===== src/rtl/writeback_stage_param_pkg.sv =====
// Shared encodings for the MIPS write-back stage: result-select and load-size codes.
package writeback_stage_param_pkg;

  localparam logic [1:0] WB_SEL_ALU  = 2'b00;
  localparam logic [1:0] WB_SEL_MEM  = 2'b01;
  localparam logic [1:0] WB_SEL_LINK = 2'b10;

  localparam logic [1:0] LOAD_WORD = 2'b00;
  localparam logic [1:0] LOAD_HALF = 2'b01;
  localparam logic [1:0] LOAD_BYTE = 2'b10;

endpackage


===== src/rtl/writeback_stage_param_if.sv =====
// MEM->WB bundle: incoming instruction fields, register read ports and write-back outputs.
interface writeback_stage_param_if #(
  parameter int unsigned DATA_W   = 32,
  parameter int unsigned NUM_REGS = 32
);
  localparam int unsigned ADDR_W = $clog2(NUM_REGS);
  localparam int unsigned OFF_W  = $clog2(DATA_W / 8);

  logic              hold;
  logic              inValid;
  logic              inRegWrite;
  logic [1:0]        inWbSel;
  logic [1:0]        inLoadSize;
  logic              inLoadUnsigned;
  logic [OFF_W-1:0]  inByteOff;
  logic [DATA_W-1:0] inAluResult;
  logic [DATA_W-1:0] inMemData;
  logic [DATA_W-1:0] inLinkAddr;
  logic [ADDR_W-1:0] inRd;
  logic [ADDR_W-1:0] rsAddr;
  logic [ADDR_W-1:0] rtAddr;
  logic [DATA_W-1:0] rsData;
  logic [DATA_W-1:0] rtData;
  logic              wbValid;
  logic              wbRegWrite;
  logic [ADDR_W-1:0] wbRd;
  logic [DATA_W-1:0] wbData;

  modport master (
    output hold, inValid, inRegWrite, inWbSel, inLoadSize, inLoadUnsigned, inByteOff,
           inAluResult, inMemData, inLinkAddr, inRd, rsAddr, rtAddr,
    input  rsData, rtData, wbValid, wbRegWrite, wbRd, wbData
  );

  modport slave (
    input  hold, inValid, inRegWrite, inWbSel, inLoadSize, inLoadUnsigned, inByteOff,
           inAluResult, inMemData, inLinkAddr, inRd, rsAddr, rtAddr,
    output rsData, rtData, wbValid, wbRegWrite, wbRd, wbData
  );
endinterface


===== src/rtl/writeback_stage_param_regfile.sv =====
// Register file: one write port, two async read ports, r0 reads zero, write-through bypass.
module writeback_stage_param_regfile #(
  parameter int unsigned DATA_W   = 32,
  parameter int unsigned NUM_REGS = 32,
  parameter int unsigned ADDR_W   = $clog2(NUM_REGS)
) (
  input  logic              clk,
  input  logic              rst,
  input  logic              we,
  input  logic [ADDR_W-1:0] wAddr,
  input  logic [DATA_W-1:0] wData,
  input  logic [ADDR_W-1:0] rsAddr,
  input  logic [ADDR_W-1:0] rtAddr,
  output logic [DATA_W-1:0] rsData,
  output logic [DATA_W-1:0] rtData
);

  logic [DATA_W-1:0] regs [NUM_REGS];

  always_ff @(posedge clk or posedge rst) begin
    if (rst) begin
      for (int i = 0; i < int'(NUM_REGS); i++) regs[i] <= '0;
    end else if (we && (wAddr != '0)) begin
      regs[wAddr] <= wData;
    end
  end

  // Same-cycle write is forwarded so ID sees the value being committed this edge.
  always_comb begin
    rsData = regs[rsAddr];
    rtData = regs[rtAddr];
    if (we && (rsAddr == wAddr)) rsData = wData;
    if (we && (rtAddr == wAddr)) rtData = wData;
    if (rsAddr == '0) rsData = '0;
    if (rtAddr == '0) rtData = '0;
  end

endmodule


===== src/rtl/writeback_stage_param.sv =====
// MIPS write-back stage: MEM/WB latch, load extract/extend, result select and register file.
module writeback_stage_param
  import writeback_stage_param_pkg::*;
#(
  parameter int unsigned DATA_W   = 32,
  parameter int unsigned NUM_REGS = 32
) (
  input logic                   clk,
  input logic                   rst,
  writeback_stage_param_if.slave bus
);

  localparam int unsigned ADDR_W = $clog2(NUM_REGS);
  localparam int unsigned OFF_W  = $clog2(DATA_W / 8);

  logic              valid;
  logic              regWrite;
  logic [1:0]        wbSel;
  logic [1:0]        loadSize;
  logic              loadUnsigned;
  logic [OFF_W-1:0]  byteOff;
  logic [DATA_W-1:0] aluResult;
  logic [DATA_W-1:0] memData;
  logic [DATA_W-1:0] linkAddr;
  logic [ADDR_W-1:0] rd;

  logic [OFF_W-2:0]  halfIdx;
  logic [7:0]        byteField;
  logic [15:0]       halfField;
  logic [DATA_W-1:0] memExt;
  logic [DATA_W-1:0] result;
  logic              writeEn;

  always_ff @(posedge clk or posedge rst) begin
    if (rst) begin
      valid        <= 1'b0;
      regWrite     <= 1'b0;
      wbSel        <= '0;
      loadSize     <= '0;
      loadUnsigned <= 1'b0;
      byteOff      <= '0;
      aluResult    <= '0;
      memData      <= '0;
      linkAddr     <= '0;
      rd           <= '0;
    end else if (!bus.hold) begin
      valid        <= bus.inValid;
      regWrite     <= bus.inRegWrite;
      wbSel        <= bus.inWbSel;
      loadSize     <= bus.inLoadSize;
      loadUnsigned <= bus.inLoadUnsigned;
      byteOff      <= bus.inByteOff;
      aluResult    <= bus.inAluResult;
      memData      <= bus.inMemData;
      linkAddr     <= bus.inLinkAddr;
      rd           <= bus.inRd;
    end
  end

  // Little-endian lane extract; the low offset bit is ignored for halfwords.
  always_comb begin
    halfIdx   = byteOff[OFF_W-1:1];
    byteField = memData[8*byteOff +: 8];
    halfField = memData[16*halfIdx +: 16];
    case (loadSize)
      LOAD_BYTE: memExt = {{(DATA_W-8){byteField[7] & ~loadUnsigned}}, byteField};
      LOAD_HALF: memExt = {{(DATA_W-16){halfField[15] & ~loadUnsigned}}, halfField};
      LOAD_WORD: memExt = memData;
      default:   memExt = memData;
    endcase
    case (wbSel)
      WB_SEL_MEM:  result = memExt;
      WB_SEL_LINK: result = linkAddr;
      WB_SEL_ALU:  result = aluResult;
      default:     result = aluResult;
    endcase
  end

  assign writeEn        = valid & regWrite & (rd != '0);
  assign bus.wbValid    = valid;
  assign bus.wbRegWrite = writeEn;
  assign bus.wbRd       = rd;
  assign bus.wbData     = result;

  writeback_stage_param_regfile #(
    .DATA_W  (DATA_W),
    .NUM_REGS(NUM_REGS),
    .ADDR_W  (ADDR_W)
  ) u_regfile (
    .clk   (clk),
    .rst   (rst),
    .we    (writeEn),
    .wAddr (rd),
    .wData (result),
    .rsAddr(bus.rsAddr),
    .rtAddr(bus.rtAddr),
    .rsData(bus.rsData),
    .rtData(bus.rtData)
  );

endmodule

===== src/flat_wrapper.sv =====
// flat-port wrapper written by rule: the top's interface ports become plain ports
module writeback_stage_param_flat import writeback_stage_param_pkg::*;
#(
  parameter int unsigned DATA_W   = 32,
  parameter int unsigned NUM_REGS = 32
)
  (clk, rst, bus_hold, bus_inValid, bus_inRegWrite, bus_inWbSel, bus_inLoadSize, bus_inLoadUnsigned, bus_inByteOff, bus_inAluResult, bus_inMemData, bus_inLinkAddr, bus_inRd, bus_rsAddr, bus_rtAddr, bus_rsData, bus_rtData, bus_wbValid, bus_wbRegWrite, bus_wbRd, bus_wbData);
  writeback_stage_param_if #(.DATA_W(DATA_W), .NUM_REGS(NUM_REGS)) bus_i ();
  input logic clk;
  input logic rst;
  input wire logic [$bits(bus_i.hold)-1:0] bus_hold;
  input wire logic [$bits(bus_i.inValid)-1:0] bus_inValid;
  input wire logic [$bits(bus_i.inRegWrite)-1:0] bus_inRegWrite;
  input wire logic [$bits(bus_i.inWbSel)-1:0] bus_inWbSel;
  input wire logic [$bits(bus_i.inLoadSize)-1:0] bus_inLoadSize;
  input wire logic [$bits(bus_i.inLoadUnsigned)-1:0] bus_inLoadUnsigned;
  input wire logic [$bits(bus_i.inByteOff)-1:0] bus_inByteOff;
  input wire logic [$bits(bus_i.inAluResult)-1:0] bus_inAluResult;
  input wire logic [$bits(bus_i.inMemData)-1:0] bus_inMemData;
  input wire logic [$bits(bus_i.inLinkAddr)-1:0] bus_inLinkAddr;
  input wire logic [$bits(bus_i.inRd)-1:0] bus_inRd;
  input wire logic [$bits(bus_i.rsAddr)-1:0] bus_rsAddr;
  input wire logic [$bits(bus_i.rtAddr)-1:0] bus_rtAddr;
  output wire logic [$bits(bus_i.rsData)-1:0] bus_rsData;
  output wire logic [$bits(bus_i.rtData)-1:0] bus_rtData;
  output wire logic [$bits(bus_i.wbValid)-1:0] bus_wbValid;
  output wire logic [$bits(bus_i.wbRegWrite)-1:0] bus_wbRegWrite;
  output wire logic [$bits(bus_i.wbRd)-1:0] bus_wbRd;
  output wire logic [$bits(bus_i.wbData)-1:0] bus_wbData;
  assign bus_i.hold = bus_hold;
  assign bus_i.inValid = bus_inValid;
  assign bus_i.inRegWrite = bus_inRegWrite;
  assign bus_i.inWbSel = bus_inWbSel;
  assign bus_i.inLoadSize = bus_inLoadSize;
  assign bus_i.inLoadUnsigned = bus_inLoadUnsigned;
  assign bus_i.inByteOff = bus_inByteOff;
  assign bus_i.inAluResult = bus_inAluResult;
  assign bus_i.inMemData = bus_inMemData;
  assign bus_i.inLinkAddr = bus_inLinkAddr;
  assign bus_i.inRd = bus_inRd;
  assign bus_i.rsAddr = bus_rsAddr;
  assign bus_i.rtAddr = bus_rtAddr;
  assign bus_rsData = bus_i.rsData;
  assign bus_rtData = bus_i.rtData;
  assign bus_wbValid = bus_i.wbValid;
  assign bus_wbRegWrite = bus_i.wbRegWrite;
  assign bus_wbRd = bus_i.wbRd;
  assign bus_wbData = bus_i.wbData;
  writeback_stage_param #(.DATA_W(DATA_W), .NUM_REGS(NUM_REGS)) u_core (.clk(clk), .rst(rst), .bus(bus_i));
endmodule

===== config.mk =====
export PLATFORM = sky130hd
export DESIGN_NAME = writeback_stage_param_flat
export DESIGN_NICKNAME = d
export VERILOG_FILES = /design/src/rtl/writeback_stage_param_pkg.sv /design/src/rtl/writeback_stage_param_if.sv /design/src/rtl/writeback_stage_param_regfile.sv /design/src/rtl/writeback_stage_param.sv /design/src/flat_wrapper.sv
export SDC_FILE = /design/constraint.sdc
export NUM_CORES = 2
export LEC_CHECK = 0
export ABC_AREA = 1
export CORE_MARGIN = 2
export CORE_UTILIZATION = 47
export DETAILED_ROUTE_END_ITERATION = 6
export PLACE_DENSITY = 0.69
export SLEW_MARGIN = 20
export SYNTH_ARGS = -nofsm -noshare
export SYNTH_HDL_FRONTEND = slang
export SYNTH_SLANG_ARGS = --single-unit

===== constraint.sdc =====
create_clock -name clk -period 47.6 [get_ports clk]
set_clock_uncertainty 0.2 [all_clocks]
set_input_delay 9.52 -clock clk [delete_from_list [all_inputs] [get_ports clk]]
set_output_delay 9.52 -clock clk [all_outputs]
set_load 0.01 [all_outputs]

==> flow_summary.toml <==
[status]
outcome = "complete, but fails checks"
failed_checks = "DRC"

[sta]
setup_viol = 0
worst_slack_ps = 23720
layout_min_cycle_time_ps = 23880
maxSlewViolCount = 0
fin_crit_sh_pct = 50.2
clock.fmax_mhz = 41.9
tightest_slew_ps = 1280
rsz0062_at_grt = "no"
hold_violations = 0
tns_ps = 0
slew-limit-headroom_pct = 14.8

[yosys]
synth-simple-area-share_pct = 35.4
syn_area_um2 = 62600
synth_top_area_share_pct = 45.3
synth_ff_type = "dfrtp_1"
ys_ff_latch = 1134
synth_compound_area_share_pct = 11.1
synth_top_area_cell = "dfrtp_1"
synth_xor_area_share_pct = 0.0839
synth_edf_count = 0
synth.area.mux_share_pct = 1.40
synth_top_family_by_area = "simple AND/OR/NAND/NOR gates"
async_reset_ff_share_pct = 100
synth_seq_area_share_pct = 45.3
synthAdderAreaFrac_pct = 0.0799
synth_area_leaders = "dfrtp_1 45%, nand2_1 19%, nand3_1 13%"
synth_nets = 9050
synthCells = 8923
ys_warn_count = 0
synth.distinct_cells = 30
avgSynthCellArea_um2 = 7.02

[setup_path]
critPathArrivalTime_ps = 14160
cp-end-kind = "output port"
critical_path_class = "in -> out"
path_max_fanout = 105
cp-start-kind = "input pin"
cp.required_ps = 37880

[power_and_ir_drop]
powerDensity_nw_per_um2 = 44.7
p_comb_share_pct = 23.6
vdd_drop_max_mv = 0.0333
leakage_nw = 31.9
power.share.switching_pct = 34.2
switchingPower_mw = 1.06
sequentialPowerShare_pct = 43.4
p_int_mw = 2.04
clockPowerShare_pct = 33.0

[grt]
grt_first_pass_wirelength_mm = 370
grt_max_degree = 185
grt.total_usage_pct = 35.3
grt_pass1_vias = 60094
met1_usage_pct = 47.4
grt_busiest_layer = "met2"
grt_use_met3_pct = 8.43
use_met2_pct = 52.9
antenna_found_initial = 5
grt.overflow.total = 0

[route]
dr_total_vias = 64473
drc = 2
dr.pass1.iters = 7
drtAntennaViolNets = 0
drt_iter0_drc = 10790
post_drt_wl_per_cell_um = 23.4
routed_via_density = 6.17
totalWireLength_mm = 244

[clock_tree]
numCtsBuffers = 130
cts.sinks = 1134
cts_tree = "done"
cts_resized = 0
htree_levels = 4
hold_buffers = 0
cts.path.max_buffers = 3
clk_pin_slew_ps = 60
cts_setup_buffers = 0
cts-root-buf = "clkbuf_16"
insertion_delay_ps = 780

[floorplanning]
die_h_um = 369
die_w_um = 369
io_pins = 226
start_util_pct = 47.5
std_cell_rows = 133
core_area_um2 = 132000
dieArea_um2 = 136000

[placed_design]
place_ws_ps = 23980
hpwlAfterDp_mm = 126
port_buffers = 225
gp_congestion = 0.892

[cells_and_area]
drive_gt1_share_pct = 6.04
layout.nets = 8717
areaGrowthSynthToFinish_pct = 10.8
final_common_cell = "nand2_1"
final_cell_mix = "3228 x nand2_1, 1657 x nand3_1, 1134 x dfrtp_1, 1133 x o21ai_0, 236 x inv_1"

[run]
maxCapViolations = 0

[min_path]
min_path_type = "reg -> reg"
## through the flow
| step | util [%] | std cells | total power, mW | hold slack [ps] | instance area (µm²) |
|---|---|---|---|---|---|
| floorplan | - | 8923 | 1.83 | 229 | 62600 |
| global placement | 49.3 | 10210 | 2.05 | 166 | 65000 |
| detailed placement | 49.3 | 10211 | 2.07 | 166 | 65000 |
| CTS | 52.6 | 10439 | 3.09 | 180 | 69300 |
| global route | 52.6 | 10442 | 3.27 | 194 | 69400 |
| finish | 52.6 | 10443 | 3.10 | 176 | 69400 |
## worst max-delay path, stage by stage
cell and delay [ps]:
buf_8 200, inv_8 540, buf_4 910, buf_4 1010, nand2_1 150, nand3_1 130
nand3_1 90, nand3_1 100, and3_1 160, nor2_1 50, nor2_1 410, clkdlybuf4s50_1 640
## path summary, 6_finish.rpt
| path | from | endpoint | slack, ps | cells after the start |
|---|---|---|---|---|
| max | bus_rsAddr[0] | bus_rsData[12] | 23720 | 12 |
| min | u_core.u_regfile.regs[992] | u_core.u_regfile.regs[992] | 180 | 0 |
| max reg2reg | u_core.wbSel[0] | u_core.u_regfile.regs[892] | 43680 | 8 |
| min reg2reg | u_core.u_regfile.regs[992] | u_core.u_regfile.regs[992] | 180 | 0 |
| max in group asynchronous | rst | u_core.u_regfile.regs[833] | 34970 | 5 |
| min in group asynchronous | rst | u_core.u_regfile.regs[278] | 9170 | 2 |
## sequential cells by signal, summed over array words and instances (netlist names)
name	flops
u_core.bus.wbValid	1
u_core.byteOff	2
u_core.aluResult	32
u_core.memData	32
u_core.regWrite	1
u_core.u_regfile.regs	1024
u_core.wbSel	2
u_core.linkAddr	32
u_core.loadUnsigned	1
u_core.bus.wbRd	5
u_core.loadSize	2
## power by group through the flow
| stage | sequential (mW) | combinational [mW] | clock (mW) |
|---|---|---|---|
| 2_1_floorplan | 1.32 | 0.511 | 0 |
| 3_3_place_gp | 1.35 | 0.699 | 0 |
| 3_5_place_dp | 1.35 | 0.718 | 0 |
| 4_1_cts | 1.34 | 0.721 | 1.03 |
| 5_1_grt | 1.37 | 0.825 | 1.07 |
| 6_report | 1.35 | 0.731 | 1.03 |
## synth_stat cells, drive strengths merged, types with 4 or more instances
| library cell | number |
|---|---|
| a21oi | 204 |
| and3 | 42 |
| buf | 194 |
| clkbuf | 621 |
| dfrtp | 1134 |
| ha | 4 |
| inv | 254 |
| mux2 | 78 |
| nand2 | 3262 |
| nand3 | 1659 |
| nor2 | 224 |
| nor3 | 11 |
| o211ai | 19 |
| o21ai | 1151 |
| or2 | 53 |
## cells by family after synthesis
group,count (synthesis)
flip-flops,1134
buffers and inverters,1072
XOR/XNOR,6
AO/OA/AOI/OAI,1376
AND/OR/NAND/NOR,5253
multiplexers,78
adder cells (fa/ha/maj),4
## area by class of cell
| type | count | area, µm² |
|---|---|---|
| multi-input cells | 6717 | 30200 |
| repair buffers | 350 | 3290 |
| flip-flops and latches | 1134 | 28400 |
| clock inverters | 39 | 473 |
| diodes | 2 | 5.00 |
| clock buffers | 189 | 3800 |
| well taps | 1755 | 2200 |
| fillers | 12693 | 62400 |
| inverters | 257 | 1020 |
## metal layers
layer	share of wire, %	vias to the layer above
li1	-	28502
met1	38	30526
met2	43	4571
met3	13	872
met4	5.6	2
met5	0.0053	-
Note: power is estimated with default switching activity, not from simulation.
